[src/rtl/mac_pkg.sv]
// Shared constants for the product accumulator: FSM encoding and default sizes.
// Saturating adds are selected elsewhere with ACC_SATURATE_EN.
package mac_pkg;

    localparam int DEF_WIDTH     = 4;
    localparam int DEF_ACC_WIDTH = 12;
    localparam int DEF_COUNT     = 8;

    localparam logic [1:0] IDLE  = 2'd0;
    localparam logic [1:0] ACCUM = 2'd1;
    localparam logic [1:0] DONE  = 2'd2;

endpackage

[src/rtl/sat_add.sv]
// ACC_WIDTH-bit adder with carry-out; clamps to all-ones on carry when
// ACC_SATURATE_EN is defined, otherwise wraps modulo 2^ACC_WIDTH.
module sat_add #(
    parameter int ACC_WIDTH = 12
) (
    input  logic [ACC_WIDTH-1:0] a,
    input  logic [ACC_WIDTH-1:0] b,
    output logic [ACC_WIDTH-1:0] sum,
    output logic                 carry
);

    logic [ACC_WIDTH-1:0] raw;

    always_comb begin
        {carry, raw} = {1'b0, a} + {1'b0, b};
`ifdef ACC_SATURATE_EN
        sum = carry ? '1 : raw;
`else
        sum = raw;
`endif
    end

endmodule

[src/rtl/product_accumulator.sv]
// Sums COUNT multiplier products into one result with a sticky overflow flag.
// Define ACC_SATURATE_EN to clamp on overflow instead of wrapping.
module product_accumulator
    import mac_pkg::*;
#(
    parameter int WIDTH     = DEF_WIDTH,
    parameter int ACC_WIDTH = DEF_ACC_WIDTH,
    parameter int COUNT     = DEF_COUNT
) (
    input  logic                 clk,
    input  logic                 rst,
    input  logic [2*WIDTH-1:0]   prod_in,
    input  logic                 prod_valid,
    input  logic                 start,
    input  logic                 out_ready,
    output logic [ACC_WIDTH-1:0] acc_out,
    output logic                 out_valid,
    output logic                 busy,
    output logic                 overflow
);

    localparam int CW = $clog2(COUNT + 1);
    localparam logic [CW-1:0] LAST = CW'(COUNT - 1);

    logic [1:0]           state;
    logic [ACC_WIDTH-1:0] acc;
    logic [ACC_WIDTH-1:0] sum;
    logic                 carry;
    logic [CW-1:0]        count;

    sat_add #(
        .ACC_WIDTH(ACC_WIDTH)
    ) u_add (
        .a    (acc),
        .b    (ACC_WIDTH'(prod_in)),
        .sum  (sum),
        .carry(carry)
    );

    always_ff @(posedge clk) begin
        if (rst) begin
            state     <= IDLE;
            acc       <= '0;
            count     <= '0;
            acc_out   <= '0;
            out_valid <= 1'b0;
            overflow  <= 1'b0;
        end else begin
            unique case (state)
                IDLE: begin
                    if (start) begin
                        acc      <= '0;
                        count    <= '0;
                        overflow <= 1'b0;
                        state    <= ACCUM;
                    end
                end
                ACCUM: begin
                    if (prod_valid) begin
                        acc   <= sum;
                        count <= count + CW'(1);
                        if (carry)
                            overflow <= 1'b1;
                        // last product of the result: publish the new sum directly
                        if (count == LAST) begin
                            acc_out   <= sum;
                            out_valid <= 1'b1;
                            state     <= DONE;
                        end
                    end
                end
                DONE: begin
                    if (out_ready) begin
                        out_valid <= 1'b0;
                        state     <= IDLE;
                    end
                end
                default: state <= IDLE;
            endcase
        end
    end

    assign busy = (state == ACCUM) || (state == DONE);

endmodule
[config.mk]
export PLATFORM = sky130hd
export DESIGN_NAME = product_accumulator
export DESIGN_NICKNAME = d
export VERILOG_FILES = /design/src/rtl/mac_pkg.sv /design/src/rtl/sat_add.sv /design/src/rtl/product_accumulator.sv
export SDC_FILE = /design/constraint.sdc
export NUM_CORES = 1
export LEC_CHECK = 0
export CORE_ASPECT_RATIO = 1.2
export CORE_UTILIZATION = 48
export CTS_BUF_LIST = sky130_fd_sc_hd__clkbuf_16
export CTS_CLUSTER_SIZE = 24
export DETAILED_ROUTE_END_ITERATION = 10
export GPL_TIMING_DRIVEN = 0
export MAX_ROUTING_LAYER = met4
export PLACE_DENSITY = 0.76
export SYNTH_ARGS = -nofsm -noshare
export SYNTH_HDL_FRONTEND = slang
export SYNTH_SLANG_ARGS = --single-unit
[constraint.sdc]
create_clock -name clk -period 2.03 [get_ports clk]
set_input_delay 0.5075 -clock clk [delete_from_list [all_inputs] [get_ports clk]]
set_output_delay 0.5075 -clock clk [all_outputs]
set_load 0.01 [all_outputs]
# After elaboration in Yosys (flattened, before gate mapping)

Cells that the tools add are included.

Register bits after elaboration: 32
Input port bits: 13
Output and inout bits: 15
Word-level logic and storage cells: 44

$add $sub $neg: 2
Equality and inequality tests: 8
Mux-type cells: 19
Reductions and logical operators: 9

Operators by type and width:

| cell                | count |
|---|---|
| $mux 12             | 2 |
| $pmux 12 s2         | 1 |
| $add 12x8->13       | 1 |
| $reduce_and 4->1    | 3 |
| $ne 2x2->1 const B  | 5 |
| $mux 2              | 4 |
| $mux 4              | 2 |
| $pmux 4 s2          | 1 |
| $mux 1              | 6 |
| $pmux 2 s3          | 1 |
| $reduce_and 3->1    | 2 |
| $add 4x1->4 const B | 1 |
| $eq 4x3->1 const B  | 1 |
| $pmux 1 s2          | 2 |
| $reduce_bool 2->1   | 2 |
| $eq 2x1->1 const B  | 1 |
| $eq 2x2->1 const B  | 1 |
| $logic_not 2->1     | 1 |
| $logic_or 1x1->1    | 1 |

# Longest topological paths before layout

Gate-level depths: netlist of run 1.

Depth after elaboration: 4
Gate-level depth with buffers: 8

# Modules after synthesis

Synthesis of run 1 repeated with hierarchy kept, for this count alone.

Cell total of the unflattened synthesis: 226
Area total of the unflattened synthesis: 1918.1 µm²

By module, submodules not included:

| module              | instances | cells an instance | area each (µm²) |
|---|---|---|---|
| product_accumulator | 1         | 144               | 1290.0 |
| sat_add             | 1         | 82                | 628.1 |

# Least setup slack after synthesis of run 1

Ideal clock, no wire load.

Kind: input to register
From: input prod_in[0]
To: register acc_out[8]
Arrival: 2.059 ns
Setup slack: -0.149 ns
Cell stages on the path: 7
Path buffers: 0
Path through: ha_1 > fa_1 > a211oi_1 > o21ai_1 > a21boi_1 > nor4_1 > a211o_1

Word-level cells in the longest chain between the ends: 1

RTL lines:

| what                 | line                      | source |
|---|---|---|
| from (decl)          | product_accumulator.sv:12 | `input logic [2*WIDTH-1:0] prod_in,` |
| $add 12x8->13        | sat_add.sv:15             | `{carry, raw} = {1'b0, a} + {1'b0, b};` |
| to (signal assigned) | product_accumulator.sv:66 | `acc_out <= sum;` |
| to (decl)            | product_accumulator.sv:16 | `output logic [ACC_WIDTH-1:0] acc_out,` |

Every way passes these cells.
A chain may end at the register's enable or synchronous reset.

# Worst setup path in the final report of run 1

From: register state[1]
To: register overflow

Word-level cells in the longest chain between the ends: 3
Elaborated cells between the ends (all ways): 8
Those cells by class: eq/ne: 4; mux: 1; reduce/logical: 3

RTL lines:

| what                                                             | line                      | source |
|---|---|---|
| from (decl)                                                      | product_accumulator.sv:25 | `logic [1:0] state;` |
| from (signal assigned)                                           | product_accumulator.sv:42 | `state <= IDLE;` |
| from (signal assigned)                                           | product_accumulator.sv:55 | `state <= ACCUM;` |
| from (signal assigned)                                           | product_accumulator.sv:68 | `state <= DONE;` |
| $eq 2x1->1 or $logic_not 2->1 (tied branches)                    | product_accumulator.sv:49 | `unique case (state)` |
| $ne 2x2->1 (no source line) or $reduce_bool 2->1 (tied branches) | --                        |  |
| $reduce_and 4->1 (no source line)                                | --                        |  |
| to (signal assigned)                                             | product_accumulator.sv:47 | `overflow <= 1'b0;` |
| to (signal assigned)                                             | product_accumulator.sv:54 | `overflow <= 1'b0;` |
| to (signal assigned)                                             | product_accumulator.sv:63 | `overflow <= 1'b1;` |
| to (decl)                                                        | product_accumulator.sv:19 | `output logic overflow` |

Parallel ways exist; a longest one is shown, timed or not.

==> results of run 1 <==
[layout make-up]
class	instances	area [sq um]	share of cell area (%)
Timing Repair Buffer	34	312	12.8
Clock inverter	3	11.3	0.464
Clock buffer	5	125	5.15
Multi-Input combinational cell	161	1210	50.0
Tap cell	37	46.3	1.91
Inverter	7	26.3	1.08
Sequential cell	32	646	26.6
Buffer	10	48.8	2.01
[cells in the mapped netlist (2+ instances only)]
library cell	n
dfxtp_1	32
a21oi_1	21
nand2_1	19
nor2_1	17
ha_1	12
a211oi_1	9
clkbuf_1	9
a22oi_1	7
inv_1	7
nand3_1	7
nor3_1	5
o21ai_0	5
or3_1	5
a21o_1	4
nor2b_1	4
nand2b_1	3
nand3b_1	3
o211ai_1	3
xnor2_1	3
xor2_1	3
a211o_1	2
and2_1	2
and3_1	2
nand4_1	2
nor3b_1	2
o21bai_1	2
o311ai_1	2
[kinds of logic after synthesis]
logic type / after synthesis / share of synthesized area (%)
buffers and inverters: 17 / 3.69
AO/OA/AOI/OAI: 63 / 23.7
adder cells (fa/ha/maj): 13 / 9.66
flip-flops: 32 / 36.4
AND/OR/NAND/NOR: 79 / 23.6
XOR/XNOR: 6 / 2.98
[flip-flops by register name, summed over array words and instances (netlist names)]
name	count
count	4
out_valid	1
state	2
acc	12
acc_out	12
overflow	1
[routing by layer]
metal | GRT usage, % | wire length [microns] | vias up
li1 | - | - | 854
met1 | 29.5 | 2050 | 804
met2 | 41.5 | 2260 | 39
met3 | 7.37 | 166 | 7
met4 | 9.45 | 63 | 0
met5 | - | 0 | -
[repair_timing]
| action | in CTS | in global routing |
|---|---|---|
| setup endpoints to repair | 23 | 23 |
| gates cloned | 0 | 0 |
| hold buffers | 0 | 0 |
| resized for setup | 34 | 18 |
| setup buffers | 6 | 1 |
| pin swaps | 13 | 11 |
[report_power, final]
part | switching [mW] | internal (mW) | total [mW]
sequential | 0.00861 | 0.637 | 0.646
clock | 0.258 | 0.440 | 0.698
combinational | 0.120 | 0.0973 | 0.217
[through the flow]
stage	instance area, sq um	power, mW
final	2430	1.56
after global routing	2430	1.61
after CTS	2370	1.55
after detailed placement	2090	0.833
after global placement	2090	0.831
after floorplan	1770	0.769
[worst max-delay path by stage]
| stage | start | end | slack (ns) | cells after the start |
|---|---|---|---|---|
| finish | state[1]$_SDFFE_PP0P_ | overflow$_SDFFE_PP0P_ | 0.04 | 7 |
| global route | state[0]$_SDFFE_PP0P_ | overflow$_SDFFE_PP0P_ | -0.000005 | 7 |
| CTS | prod_in[1] | acc[7]$_SDFFE_PP0P_ | 0.005 | 7 |
| detailed placement | prod_in[0] | overflow$_SDFFE_PP0P_ | -0.64 | 8 |
| global placement | prod_in[0] | overflow$_SDFFE_PP0P_ | -0.64 | 8 |
| floorplan | prod_in[0] | acc_out[8]$_SDFFE_PP0P_ | 0.00007 | 7 |
[critical path: cells and delay by family, from the launching register on]
kind	cells	cell delay, ns
AOI/OAI and AO/OA	1	0.14
adders and majority gates	1	0.17
buffers and inverters	2	0.22
DFF	1	0.35
and+or+nand+nor	3	1.05
==> results.json, run 1 <==
{
  "final_cell_mix": "dfxtp_1 (30), a21oi_1 (19), nand2_1 (19), nor2_1 (17), clkdlybuf4s50_1 (16)",
  "dpl.cell_count": 274,
  "finalNonFillerCells": 289,
  "gr-total-overflow": 0,
  "netlist_area_sq_mm": 0.00176,
  "max_cap_viol_count": 0,
  "hold_viol": 0,
  "numCtsBuffers": 5,
  "vias": 1704,
  "crit_required_ns": 2.24,
  "cts-root-buf": "clkbuf_16",
  "status": "finished with violations",
  "worst-setup-path-type": "reg2reg",
  "min_to": "acc_out[1]$_SDFFE_PP0P_",
  "worstPathMaxFanout": 9,
  "fp-row-count": 23,
  "ys_seq_elements": 32,
  "wl_per_cell_microns": 15.7,
  "routed_wl_microns": 4540,
  "drive_gt1_share_pct": 17.9,
  "grtUsageTotal_pct": 25.3,
  "numClockSinks": 32,
  "slowest_stage": "or4b_4",
  "cts_max_level": 2,
  "whs_path_depth": 2,
  "first_iter_violations": 73,
  "drt_pre_antenna_iters": 7,
  "setup_viol": 0,
  "viasPerCell": 5.90,
  "clk_latency_ns": 0.28,
  "reg2reg_slack_ns": 0.04,
  "irDropWorstVdd_uv": 611,
  "endpoint_kind": "flip-flop",
  "antenna_found_initial": 0,
  "syn_to_final_growth_pct": 37.9,
  "ant_nets": 0,
  "max_stage_delay_ns": 0.53,
  "drv_slew": 0,
  "synth.avg_cell_area_sq_um": 8.39,
  "grt_pass1_vias": 1539,
  "p_per_area_mw_per_mm2": 643,
  "synth_cell_type_count": 45,
  "failed_checks": "DRC",
  "synthCells": 210,
  "fillers": 271,
  "fmax_mhz": 504,
  "max_slew_margin_pct": 62.5,
  "min-delay-start": "acc_out[1]$_SDFFE_PP0P_",
  "final_common_cell": "dfxtp_1",
  "clock_skew_ns": 0.00441,
  "cp.arrival_ns": 2.20,
  "reg2regPathDepth": 7,
  "die_y_microns": 68.4,
  "synth_ff_type": "dfxtp_1",
  "grt_pass1_wl_microns": 7170,
  "final_util_pct": 70.9,
  "start_util_pct": 51.4,
  "post-dp-hpwl_microns": 2910,
  "worst_pin_slew_ns": 0.562,
  "place.port_buffers": 27,
  "ctsLongestPathBuffers": 2,
  "synth_largest_area_cell": "dfxtp_1",
  "power.leakage_nw": 0.928,
  "crit_chain": "inv_2 > ha_4 > nor2b_1 > or3_1 > buf_6 > or4b_4 > a21oi_2",
  "r2r-end": "overflow$_SDFFE_PP0P_",
  "clk_pin_slew_ns": 0.05,
  "die_w_microns": 57.3,
  "yosysSeqAreaShare_pct": 36.4,
  "drc": 3,
  "fin_crit_ns": 1.99,
  "synthTopCellsByArea": "dfxtp_1 (36%), ha_1 (8.5%), a21oi_1 (6.0%)",
  "hold_class": "reg2reg",
  "n_antenna_cell": 0,
  "synth_top_area_share_pct": 36.4,
  "pre_cts_ws_ns": -0.641,
  "synth_fp_nets": 236,
  "yosys_warnings": 0,
  "startpoint_type": "flip-flop",
  "tritoncts": "built",
  "ios": 28,
  "gp_congestion": 0.855,
  "setup-tns-final_ns": 0,
  "reg2reg_from": "state[1]$_SDFFE_PP0P_",
  "ys_async_sr_fraction_pct": 0,
  "grt_max_degree": 11,
  "period_share_pct": 97.8,
  "final_nets": 277,
  "die_area_sq_mm": 0.00392,
  "coreArea_sq_mm": 0.00342,
  "finalHoldWorstSlack_ns": 0.450,
  "synth_edf_count": 0,
  "setup_ws_ns": 0.0444
}
(Power assumes the default switching activity.)
==> run 2, diff against run 1 <==
SETUP_SLACK_MARGIN = 0.3   (was default)
==> run 2 against run 1 <==
  * The run still ends with DRC left
  * Non-clock buffer count is 12 higher
  * Power is 14% higher
  * Sequential share of layout area is 2.5 points lower
  * Clock power is 21% higher
  * Clock skew is 0.0020 ns higher
  * Worst setup slack better by 0.0044 ns
  * Flip-flop and latch count stayed put
  * First-iteration DRC count is 6.8% higher
  * Sequential power hardly changed
  * Critical path type unchanged
  * Largest power group unchanged
==> results.json, run 2 (synthesis gave the netlist of run 1 again) <==
{
  "drt_pre_antenna_iters": 7,
  "tritoncts": "built",
  "fillers": 223,
  "grtUsageTotal_pct": 27.9,
  "setup_ws_ns": 0.0487,
  "drc": 1,
  "ios": 28,
  "first_iter_violations": 78,
  "rsz0062_at_grt": "yes",
  "status": "finished with violations",
  "viasPerCell": 6.04,
  "antenna_found_initial": 0,
  "cts-root-buf": "clkbuf_16",
  "place_area_sq_mm": 0.00219,
  "setup_viol": 0,
  "gr-total-overflow": 0,
  "power.leakage_nw": 1.02,
  "ctsLongestPathBuffers": 2,
  "hold_viol": 0,
  "finalInstanceArea_sq_mm": 0.00269,
  "max_cap_viol_count": 0,
  "pre_cts_ws_ns": -0.537,
  "grt_pass1_wl_microns": 7960,
  "syn_to_final_growth_pct": 52.8,
  "worst-setup-path-type": "reg2reg",
  "routed_wl_microns": 5030,
  "hold_class": "reg2reg",
  "n_antenna_cell": 0,
  "clk_pin_slew_ns": 0.05,
  "crit_start": "acc[0]$_SDFFE_PP0P_",
  "crit_required_ns": 2.20,
  "finalNonFillerCells": 301,
  "place.port_buffers": 27,
  "largestRegisters": "acc (12), acc_out (12), count (4)",
  "numCtsBuffers": 5,
  "final_util_pct": 78.6,
  "final_common_cell": "dfxtp_1",
  "worstPathMaxFanout": 3,
  "clk_latency_ns": 0.28,
  "start_util_pct": 51.4,
  "ant_nets": 0,
  "cts_max_level": 2,
  "reg2reg_from": "acc[0]$_SDFFE_PP0P_",
  "clock_skew_ns": 0.00644,
  "cp.arrival_ns": 2.16,
  "failed_checks": "DRC",
  "drv_slew": 0,
  "dpl.cell_count": 274,
  "vias": 1819,
  "post-dp-hpwl_microns": 3020,
  "coreArea_sq_mm": 0.00342,
  "irDropWorstVdd_uv": 511,
  "endpoint_kind": "flip-flop",
  "die_w_microns": 57.3,
  "numClockSinks": 32,
  "gp_congestion": 0.868,
  "final_nets": 289,
  "period_share_pct": 97.6,
  "worst_pin_slew_ns": 0.478,
  "grt_pass1_vias": 1796,
  "startpoint_type": "flip-flop",
  "fin_crit_ns": 1.98,
  "max_slew_margin_pct": 68.1,
  "fp-row-count": 23,
  "grt_max_degree": 11,
  "die_y_microns": 68.4,
  "drive_gt1_share_pct": 34.5,
  "min-delay-start": "acc_out[3]$_SDFFE_PP0P_",
  "die_area_sq_mm": 0.00392,
  "fmax_mhz": 505,
  "finalHoldWorstSlack_ns": 0.450,
  "p_per_area_mw_per_mm2": 660,
  "wl_per_cell_microns": 16.7,
  "final_cell_mix": "dfxtp_1 (27), nand2_1 (18), buf_4 (18), nor2_1 (16), clkdlybuf4s50_1 (16)"
}
==> run 2: cell count changes in the layout (fill, tap and decap cells not counted), sizes merged <==
cell	delta
clkbuf	-1
clkinv	+1
bufinv	+1
dlygate4sd2	-5
inv	-2
buf	+19
dlymetal6s2s	-1
==> run 2: what timing repair did <==
action                     CTS  global route
setup endpoints to repair   30            29
buffers inserted            17             2
hold buffers                 0             0
resized for setup           73            20
pin swaps                   33            14
gates cloned                 0             0
==> run 2: area by class of cell <==
class                      count  area (sq um)  share of cell area [%]
clock buffer                   5           125                    4.65
inverter                       7          28.8                    1.07
sequential                    32           649                    24.1
multi-input combinational    161          1340                    49.7
clock inverter                 3          37.5                    1.39
timing repair buffer          46           393                    14.6
buffer                        10          72.6                    2.70
tap                           37          46.3                    1.72
==> run 2: where the power goes <==
group	internal, mW	switching (mW)	total, mW
registers	0.636	0.00872	0.645
logic	0.139	0.145	0.284
clock network	0.570	0.278	0.847
total	1.34	0.431	1.78
==> run 2: routing by layer <==
layer  part of all wire [%]  wire length, microns  vias up  track usage [%]
li1                       -                     -      874                -
met1                     39                  1950      877             27.3
met2                     55                  2750       52             52.6
met3                    3.9                   197       16             5.48
met4                    2.7                   137        0             14.6
met5                      0                     0        -                -
==> run 2: worst paths after layout <==
path	end	slack, ns	cells past startpoint
worst max-delay path	acc_out[8]$_SDFFE_PP0P_	0.05	8
worst min-delay path	acc_out[3]$_SDFFE_PP0P_	0.45	2
worst max register to register	acc_out[8]$_SDFFE_PP0P_	0.05	8
worst min register to register	acc_out[3]$_SDFFE_PP0P_	0.45	2
==> run 2: critical path: stages (launching register included) <==
cell and delay, ns:
dfxtp_2 0.33, ha_4 0.16, fa_2 0.41, a211oi_4 0.26, o21ai_2 0.10, a21boi_2 0.21, buf_4 0.15, nor4_2 0.03
a211o_1 0.23
==> run 2: per-stage QoR <==
step                      setup TNS (ns)  power [mW]
after detailed placement           -9.66       0.860
after global placement             -9.19       0.858
final                                  0        1.78
after global routing            -0.00607        1.82
after CTS                              0        1.75
after floorplan                        0       0.788
